### config.mk
export PLATFORM = sky130hd
export DESIGN_NAME = maxnet_winner_detect
export DESIGN_NICKNAME = d
export VERILOG_FILES = /design/src/rtl/maxnet_pkg.sv /design/src/rtl/maxnet_nz_count.sv /design/src/rtl/maxnet_winner_detect.sv
export SDC_FILE = /design/constraint.sdc
export NUM_CORES = 1
export LEC_CHECK = 0
export CAP_MARGIN = 0
export CORE_UTILIZATION = 54
export DETAILED_ROUTE_END_ITERATION = 10
export GPL_ROUTABILITY_DRIVEN = 1
export GPL_TIMING_DRIVEN = 0
export PLACE_DENSITY = 0.85
export SLEW_MARGIN = 25
export SYNTH_ARGS = -nofsm -noshare
export SYNTH_HDL_FRONTEND = slang
export SYNTH_HIERARCHICAL = 1
export SYNTH_SLANG_ARGS = --single-unit
### constraint.sdc
create_clock -name clk -period 8.5 [get_ports clk]
set_input_delay 1.7 -clock clk [delete_from_list [all_inputs] [get_ports clk]]
set_output_delay 1.7 -clock clk [all_outputs]
set_load 0.005 [all_outputs]
### src/rtl/maxnet_pkg.sv
// Shared definitions for the Maxnet winner-detect stage: default sizes,
// FSM state encoding, lane-index and iteration-count types.
package maxnet_pkg;

    localparam int W_DEF        = 32;
    localparam int MAX_ITER_DEF = 64;

    typedef enum logic [1:0] {
        ST_RUN  = 2'd0,
        ST_EVAL = 2'd1,
        ST_DONE = 2'd2
    } state_t;

    typedef logic [1:0] lane_idx_t;
    typedef logic [7:0] iter_cnt_t;

    localparam iter_cnt_t ITER_SAT = 8'd255;

    // Saturating increment of the iteration counter.
    function automatic iter_cnt_t iter_inc(input iter_cnt_t cnt);
        if (cnt == ITER_SAT) begin
            return cnt;
        end else begin
            return cnt + 8'd1;
        end
    endfunction

endpackage

### src/rtl/maxnet_nz_count.sv
// Combinational positive-lane counter: counts lanes with signed value > 0
// and reports the lowest such lane (0 when no lane is positive).
module maxnet_nz_count
    import maxnet_pkg::*;
#(
    parameter int W = W_DEF
) (
    input  logic [W-1:0] x0,
    input  logic [W-1:0] x1,
    input  logic [W-1:0] x2,
    input  logic [W-1:0] x3,
    output logic [2:0]   pos_count,
    output lane_idx_t    first_idx
);

    logic [3:0] pos_s;

    // A lane is positive when its sign bit is clear and it is non-zero.
    always_comb begin
        pos_s[0] = ~x0[W-1] & (|x0);
        pos_s[1] = ~x1[W-1] & (|x1);
        pos_s[2] = ~x2[W-1] & (|x2);
        pos_s[3] = ~x3[W-1] & (|x3);
    end

    // Population count and lowest-index priority pick over the positive lanes.
    always_comb begin
        pos_count = {2'b00, pos_s[0]} + {2'b00, pos_s[1]}
                  + {2'b00, pos_s[2]} + {2'b00, pos_s[3]};
        if (pos_s[0]) begin
            first_idx = 2'd0;
        end else if (pos_s[1]) begin
            first_idx = 2'd1;
        end else if (pos_s[2]) begin
            first_idx = 2'd2;
        end else if (pos_s[3]) begin
            first_idx = 2'd3;
        end else begin
            first_idx = 2'd0;
        end
    end

endmodule

### src/rtl/maxnet_winner_detect.sv
// Maxnet convergence/winner stage. Captures the PLU outputs on each done
// strobe, classifies them one cycle later and either reports a winner,
// reports all-zero, or pulses `again` for another iteration.
// Optional feature macro: MAXNET_TIMEOUT_EN enables the MAX_ITER limit and
// the `timeout` outcome; without it `timeout` stays 0.
module maxnet_winner_detect
    import maxnet_pkg::*;
#(
    parameter int W        = W_DEF,
    parameter int MAX_ITER = MAX_ITER_DEF
) (
    input  logic         clk,
    input  logic         rst,
    input  logic         clear,
    input  logic         x_valid,
    input  logic [W-1:0] x1,
    input  logic [W-1:0] x2,
    input  logic [W-1:0] x3,
    input  logic [W-1:0] x4,
    input  logic [W-1:0] a1,
    input  logic [W-1:0] a2,
    input  logic [W-1:0] a3,
    input  logic [W-1:0] a4,
    output logic [W-1:0] out,
    output logic [1:0]   winner_idx,
    output logic         valid,
    output logic         none,
    output logic         timeout,
    output logic         again,
    output logic [7:0]   iter_count
);

    // The counter is 8 bits wide, so a limit outside 1..255 can never be hit.
    if (MAX_ITER < 1 || MAX_ITER > 255) begin : g_bad_max_iter
        $error("maxnet_winner_detect: MAX_ITER must be within 1..255");
    end

    state_t       state_r, state_n;
    iter_cnt_t    iter_count_r, iter_count_n;
    logic [W-1:0] x_r [4];
    logic [W-1:0] x_n [4];
    logic [W-1:0] a_r [4];
    logic [W-1:0] a_n [4];
    logic [W-1:0] out_r, out_n;
    lane_idx_t    idx_r, idx_n;
    logic         valid_r, valid_n;
    logic         none_r, none_n;
    logic         timeout_r, timeout_n;
    logic         again_r, again_n;

    logic [2:0]   pos_count_s;
    lane_idx_t    first_idx_s;
    logic         timeout_hit_s;

    maxnet_nz_count #(.W(W)) u_nz_count (
        .x0        (x_r[0]),
        .x1        (x_r[1]),
        .x2        (x_r[2]),
        .x3        (x_r[3]),
        .pos_count (pos_count_s),
        .first_idx (first_idx_s)
    );

`ifdef MAXNET_TIMEOUT_EN
    // Limit reached once the counter (already bumped at capture) equals MAX_ITER.
    always_comb begin
        timeout_hit_s = (iter_count_r == iter_cnt_t'(MAX_ITER));
    end
`else
    // No iteration limit: keep iterating until at most one lane is positive.
    always_comb begin
        timeout_hit_s = 1'b0;
    end
`endif

    // Next-state and next-output logic; outputs hold unless a decision is made.
    always_comb begin
        state_n      = state_r;
        iter_count_n = iter_count_r;
        x_n          = x_r;
        a_n          = a_r;
        out_n        = out_r;
        idx_n        = idx_r;
        valid_n      = valid_r;
        none_n       = none_r;
        timeout_n    = timeout_r;
        again_n      = 1'b0;
        if (clear) begin
            state_n      = ST_RUN;
            iter_count_n = 8'd0;
            for (int i = 0; i < 4; i++) begin
                x_n[i] = {W{1'b0}};
                a_n[i] = {W{1'b0}};
            end
            out_n     = {W{1'b0}};
            idx_n     = 2'd0;
            valid_n   = 1'b0;
            none_n    = 1'b0;
            timeout_n = 1'b0;
        end else begin
            case (state_r)
                ST_RUN: begin
                    if (x_valid) begin
                        x_n[0] = x1;
                        x_n[1] = x2;
                        x_n[2] = x3;
                        x_n[3] = x4;
                        a_n[0] = a1;
                        a_n[1] = a2;
                        a_n[2] = a3;
                        a_n[3] = a4;
                        iter_count_n = iter_inc(iter_count_r);
                        state_n      = ST_EVAL;
                    end else begin
                        state_n = ST_RUN;
                    end
                end
                ST_EVAL: begin
                    if (pos_count_s == 3'd1) begin
                        out_n   = a_r[first_idx_s];
                        idx_n   = first_idx_s;
                        valid_n = 1'b1;
                        state_n = ST_DONE;
                    end else if (pos_count_s == 3'd0) begin
                        out_n   = {W{1'b0}};
                        idx_n   = 2'd0;
                        none_n  = 1'b1;
                        valid_n = 1'b1;
                        state_n = ST_DONE;
                    end else if (timeout_hit_s) begin
                        out_n     = {W{1'b0}};
                        idx_n     = 2'd0;
                        timeout_n = 1'b1;
                        valid_n   = 1'b1;
                        state_n   = ST_DONE;
                    end else begin
                        again_n = 1'b1;
                        state_n = ST_RUN;
                    end
                end
                ST_DONE: begin
                    state_n = ST_DONE;
                end
                default: begin
                    state_n = ST_RUN;
                end
            endcase
        end
    end

    // State, captured data and output registers with asynchronous reset.
    always_ff @(posedge clk or negedge rst) begin
        if (!rst) begin
            state_r      <= ST_RUN;
            iter_count_r <= 8'd0;
            for (int i = 0; i < 4; i++) begin
                x_r[i] <= {W{1'b0}};
                a_r[i] <= {W{1'b0}};
            end
            out_r     <= {W{1'b0}};
            idx_r     <= 2'd0;
            valid_r   <= 1'b0;
            none_r    <= 1'b0;
            timeout_r <= 1'b0;
            again_r   <= 1'b0;
        end else begin
            state_r      <= state_n;
            iter_count_r <= iter_count_n;
            x_r          <= x_n;
            a_r          <= a_n;
            out_r        <= out_n;
            idx_r        <= idx_n;
            valid_r      <= valid_n;
            none_r       <= none_n;
            timeout_r    <= timeout_n;
            again_r      <= again_n;
        end
    end

    assign out        = out_r;
    assign winner_idx = idx_r;
    assign valid      = valid_r;
    assign none       = none_r;
    assign timeout    = timeout_r;
    assign again      = again_r;
    assign iter_count = iter_count_r;

endmodule
==> results.json <==
{
  "synthFlopType": "dfrtp_1",
  "cts_max_level": 1,
  "swShare_pct": 25.9,
  "postCtsResizedCells": 0,
  "relSlewSlack_pct": 53.7,
  "totalWireLength_um": 38900,
  "reg2reg_to": "out[14]",
  "syn_area_per_cell_um2": 9.67,
  "synth_top_cell_by_area": "dfrtp_1",
  "outcome": "complete, no violations",
  "yosys_warnings": 6,
  "synth_edf_count": 0,
  "grt_util_all_layers_pct": 31.8,
  "drtIter0Drc": 898,
  "rr_startpoint": "x_r[6]",
  "cts.sinks": 303,
  "min_path_type": "flip-flop to flip-flop",
  "seq_power_share_pct": 43.9,
  "fin_ws_ns": 4.88,
  "wl_per_cell_um": 19.1,
  "fp-row-count": 56,
  "cts_buffer_depth": 3,
  "num_io_pins": 306,
  "combPwrFrac_pct": 14.9,
  "yosys-top-cells-count": "nand2_1 (517), dfrtp_1 (303), a21oi_1 (263), buf_2 (54), clkbuf_1 (42)",
  "worst_pin_slew_ns": 0.695,
  "gp_congestion": 0.885,
  "critPathKind": "flip-flop to flip-flop",
  "syn2layout_area_growth_pct": 35.8,
  "period_needed_ns": 3.62,
  "synth.top_cell.area_share_pct": 58.1,
  "drv_cap": 0,
  "hold_viol_final": 0,
  "yosys.cell_types.count": 39,
  "coreArea_um2": 23600,
  "reg2reg_depth": 11,
  "cts_buffers": 31,
  "hpwl_um": 28100,
  "finalMaxSlewViolations": 0,
  "grtUsageMet1_pct": 40.4,
  "p_int_w": 0.00268,
  "crit_fanout": 10,
  "startpoint": "x_r[6]",
  "grt_pass1_vias": 11718,
  "cp-endpoint": "out[14]",
  "nNetsFinal": 1954,
  "cp-end-kind": "flip-flop",
  "power_density_nw_per_um2": 204,
  "cp_data_required_time_ns": 8.99,
  "holdBufCountCts": 0,
  "die_y_um": 157,
  "antenna_found_initial": 4,
  "whs_ns": 0.505,
  "use_met2_pct": 53.2,
  "fmax_mhz": 276,
  "clock_power_share_pct": 41.2,
  "postCtsSetupBuffers": 0,
  "p_sw_w": 0.000935,
  "ys_seq_elements": 303,
  "yosysMostFrequentCell": "nand2_1",
  "timing.final.crit_share_pct": 42.6,
  "grt_max_degree": 87,
  "use_met3_pct": 4.74,
  "rsz0062_at_grt": "no",
  "busiest_layer": "met2",
  "crit_path_start_kind": "flip-flop",
  "die_w_um": 157,
  "reg2reg_slack_ns": 4.88,
  "syn_nets": 1614,
  "final_area_um2": 17700,
  "drcViolationCount": 0,
  "total_power_w": 0.00362,
  "drive_gt1_share_pct": 9.50,
  "avgViaCountPerCell": 5.65,
  "yosys-top-cells-area": "dfrtp_1 (58%), nand2_1 (15%), a21oi_1 (10%)",
  "setup_violations": 0,
  "gr-total-overflow": 0,
  "insertion_delay_ns": 0.56,
  "antenna_left": 0,
  "vias": 11522,
  "grt_first_pass_wirelength_um": 60100,
  "dieArea_um2": 24800,
  "initial_utilization_pct": 55.3,
  "netlist_instances": 1350,
  "netlist_area_um2": 13100,
  "post-place-ws_ns": 4.60,
  "async_flop_share_pct": 100,
  "skew_ns": 0.0123,
  "drtPass1Iterations": 5,
  "cts_root_buffer": "clkbuf_16",
  "p_leak_nw": 7.68,
  "clkTransAtPathRegs_ns": 0.06,
  "yosysSeqAreaShare_pct": 58.1,
  "port_buffers": 304,
  "arrival_ns": 4.11,
  "placed_area_um2": 16600,
  "cts_tree": "built",
  "peakVddDrop_mv": 0.121
}
-- state kept, by name (all words and copies together) (netlist names) --
register	cells
a_r	128
again	1
iter_count	8
none	1
out	32
state_r	2
valid	1
winner_idx	2
x_r	128
-- layer usage --
| metal | vias up | wire [um] |
|---|---|---|
| li1 | 5250 | - |
| met1 | 5654 | 15200 |
| met2 | 504 | 19200 |
| met3 | 114 | 2700 |
| met4 | 0 | 1820 |
| met5 | - | 0 |
-- critical path, stage by stage, from the launching register on --
cell      delay, ns
dfrtp_1        0.39
nor4_1         0.36
nand4_1        0.23
o21bai_2       0.29
fa_1           0.46
inv_1          0.07
ha_1           0.14
ha_1           0.21
nor4b_4        0.08
nor2_1         0.48
clkbuf_1       0.57
a22o_1         0.26
-- power groups by stage --
stage,combinational (W),clock [W],sequential [W]
global placement,0.000514,0,0.00161
finish,0.000539,0.00149,0.00159
floorplan,0.000277,0,0.00159
global route,0.000589,0.00156,0.00159
detailed placement,0.000533,0,0.00161
CTS,0.000540,0.00149,0.00158
-- cell families after synthesis --
family          count (synthesis)  share of synthesized area, %
fa+ha+maj                       4                         0.441
other cells                     1                        0.0287
compound gates                309                          13.2
mux                            35                          5.77
flops                         303                          58.1
simple gates                  588                          18.6
buf+inv                       110                          3.88
-- how the worst min path moves through the flow --
stage                        startpoint       endpoint  slack [ns]  cells past startpoint
after floorplan                    none           none        0.49                      2
after global placement             none           none        0.48                      2
after detailed placement        out[18]        out[18]        0.49                      1
after CTS                 winner_idx[0]  winner_idx[0]        0.51                      1
after global routing            out[17]        out[17]        0.52                      1
final                     winner_idx[0]  winner_idx[0]        0.50                      1
-- stage by stage --
stage                     instances  TNS [ns]  utilization, %
after floorplan                1350         0               -
after global placement         1973  -2042.36            69.8
after detailed placement       1976         0            70.2
after CTS                      2034         0            75.0
after global routing           2038         0            75.0
final                          2038         0            75.0
-- cells in the final DEF, fill, tap and decap left out, types with 2 or more instances in the layout --
cell type        count
nor4_1              29
o21bai_2             4
bufinv_16            6
buf_2               54
buf_1                3
nor4_2               4
nand2b_1             4
mux2_2               2
nand4_1              9
a21oi_1            263
ha_1                 3
a22o_1              34
buf_6                3
a41oi_1              2
clkbuf_8             6
nor3_1               5
nor2_1               9
clkbuf_1            44
inv_6                2
mux4_2              32
clkdlybuf4s50_1    303
dfrtp_1            303
diode_2              4
clkbuf_16           31
buf_16               3
nand2_1            517
clkinv_2             7
inv_1                7
clkinvlp_4           3
a211oi_1             3
-- layout make-up --
class	count	area, um2
antenna	4	10.0
buffer	103	480
clock buffer	39	866
clock inverter	19	264
fill	1620	5890
inverter	7	26.3
multi-input combinational	937	4960
sequential	303	7580
tap	319	399
timing repair buffer	307	3130
Note: power is estimated with default switching activity, not from simulation.
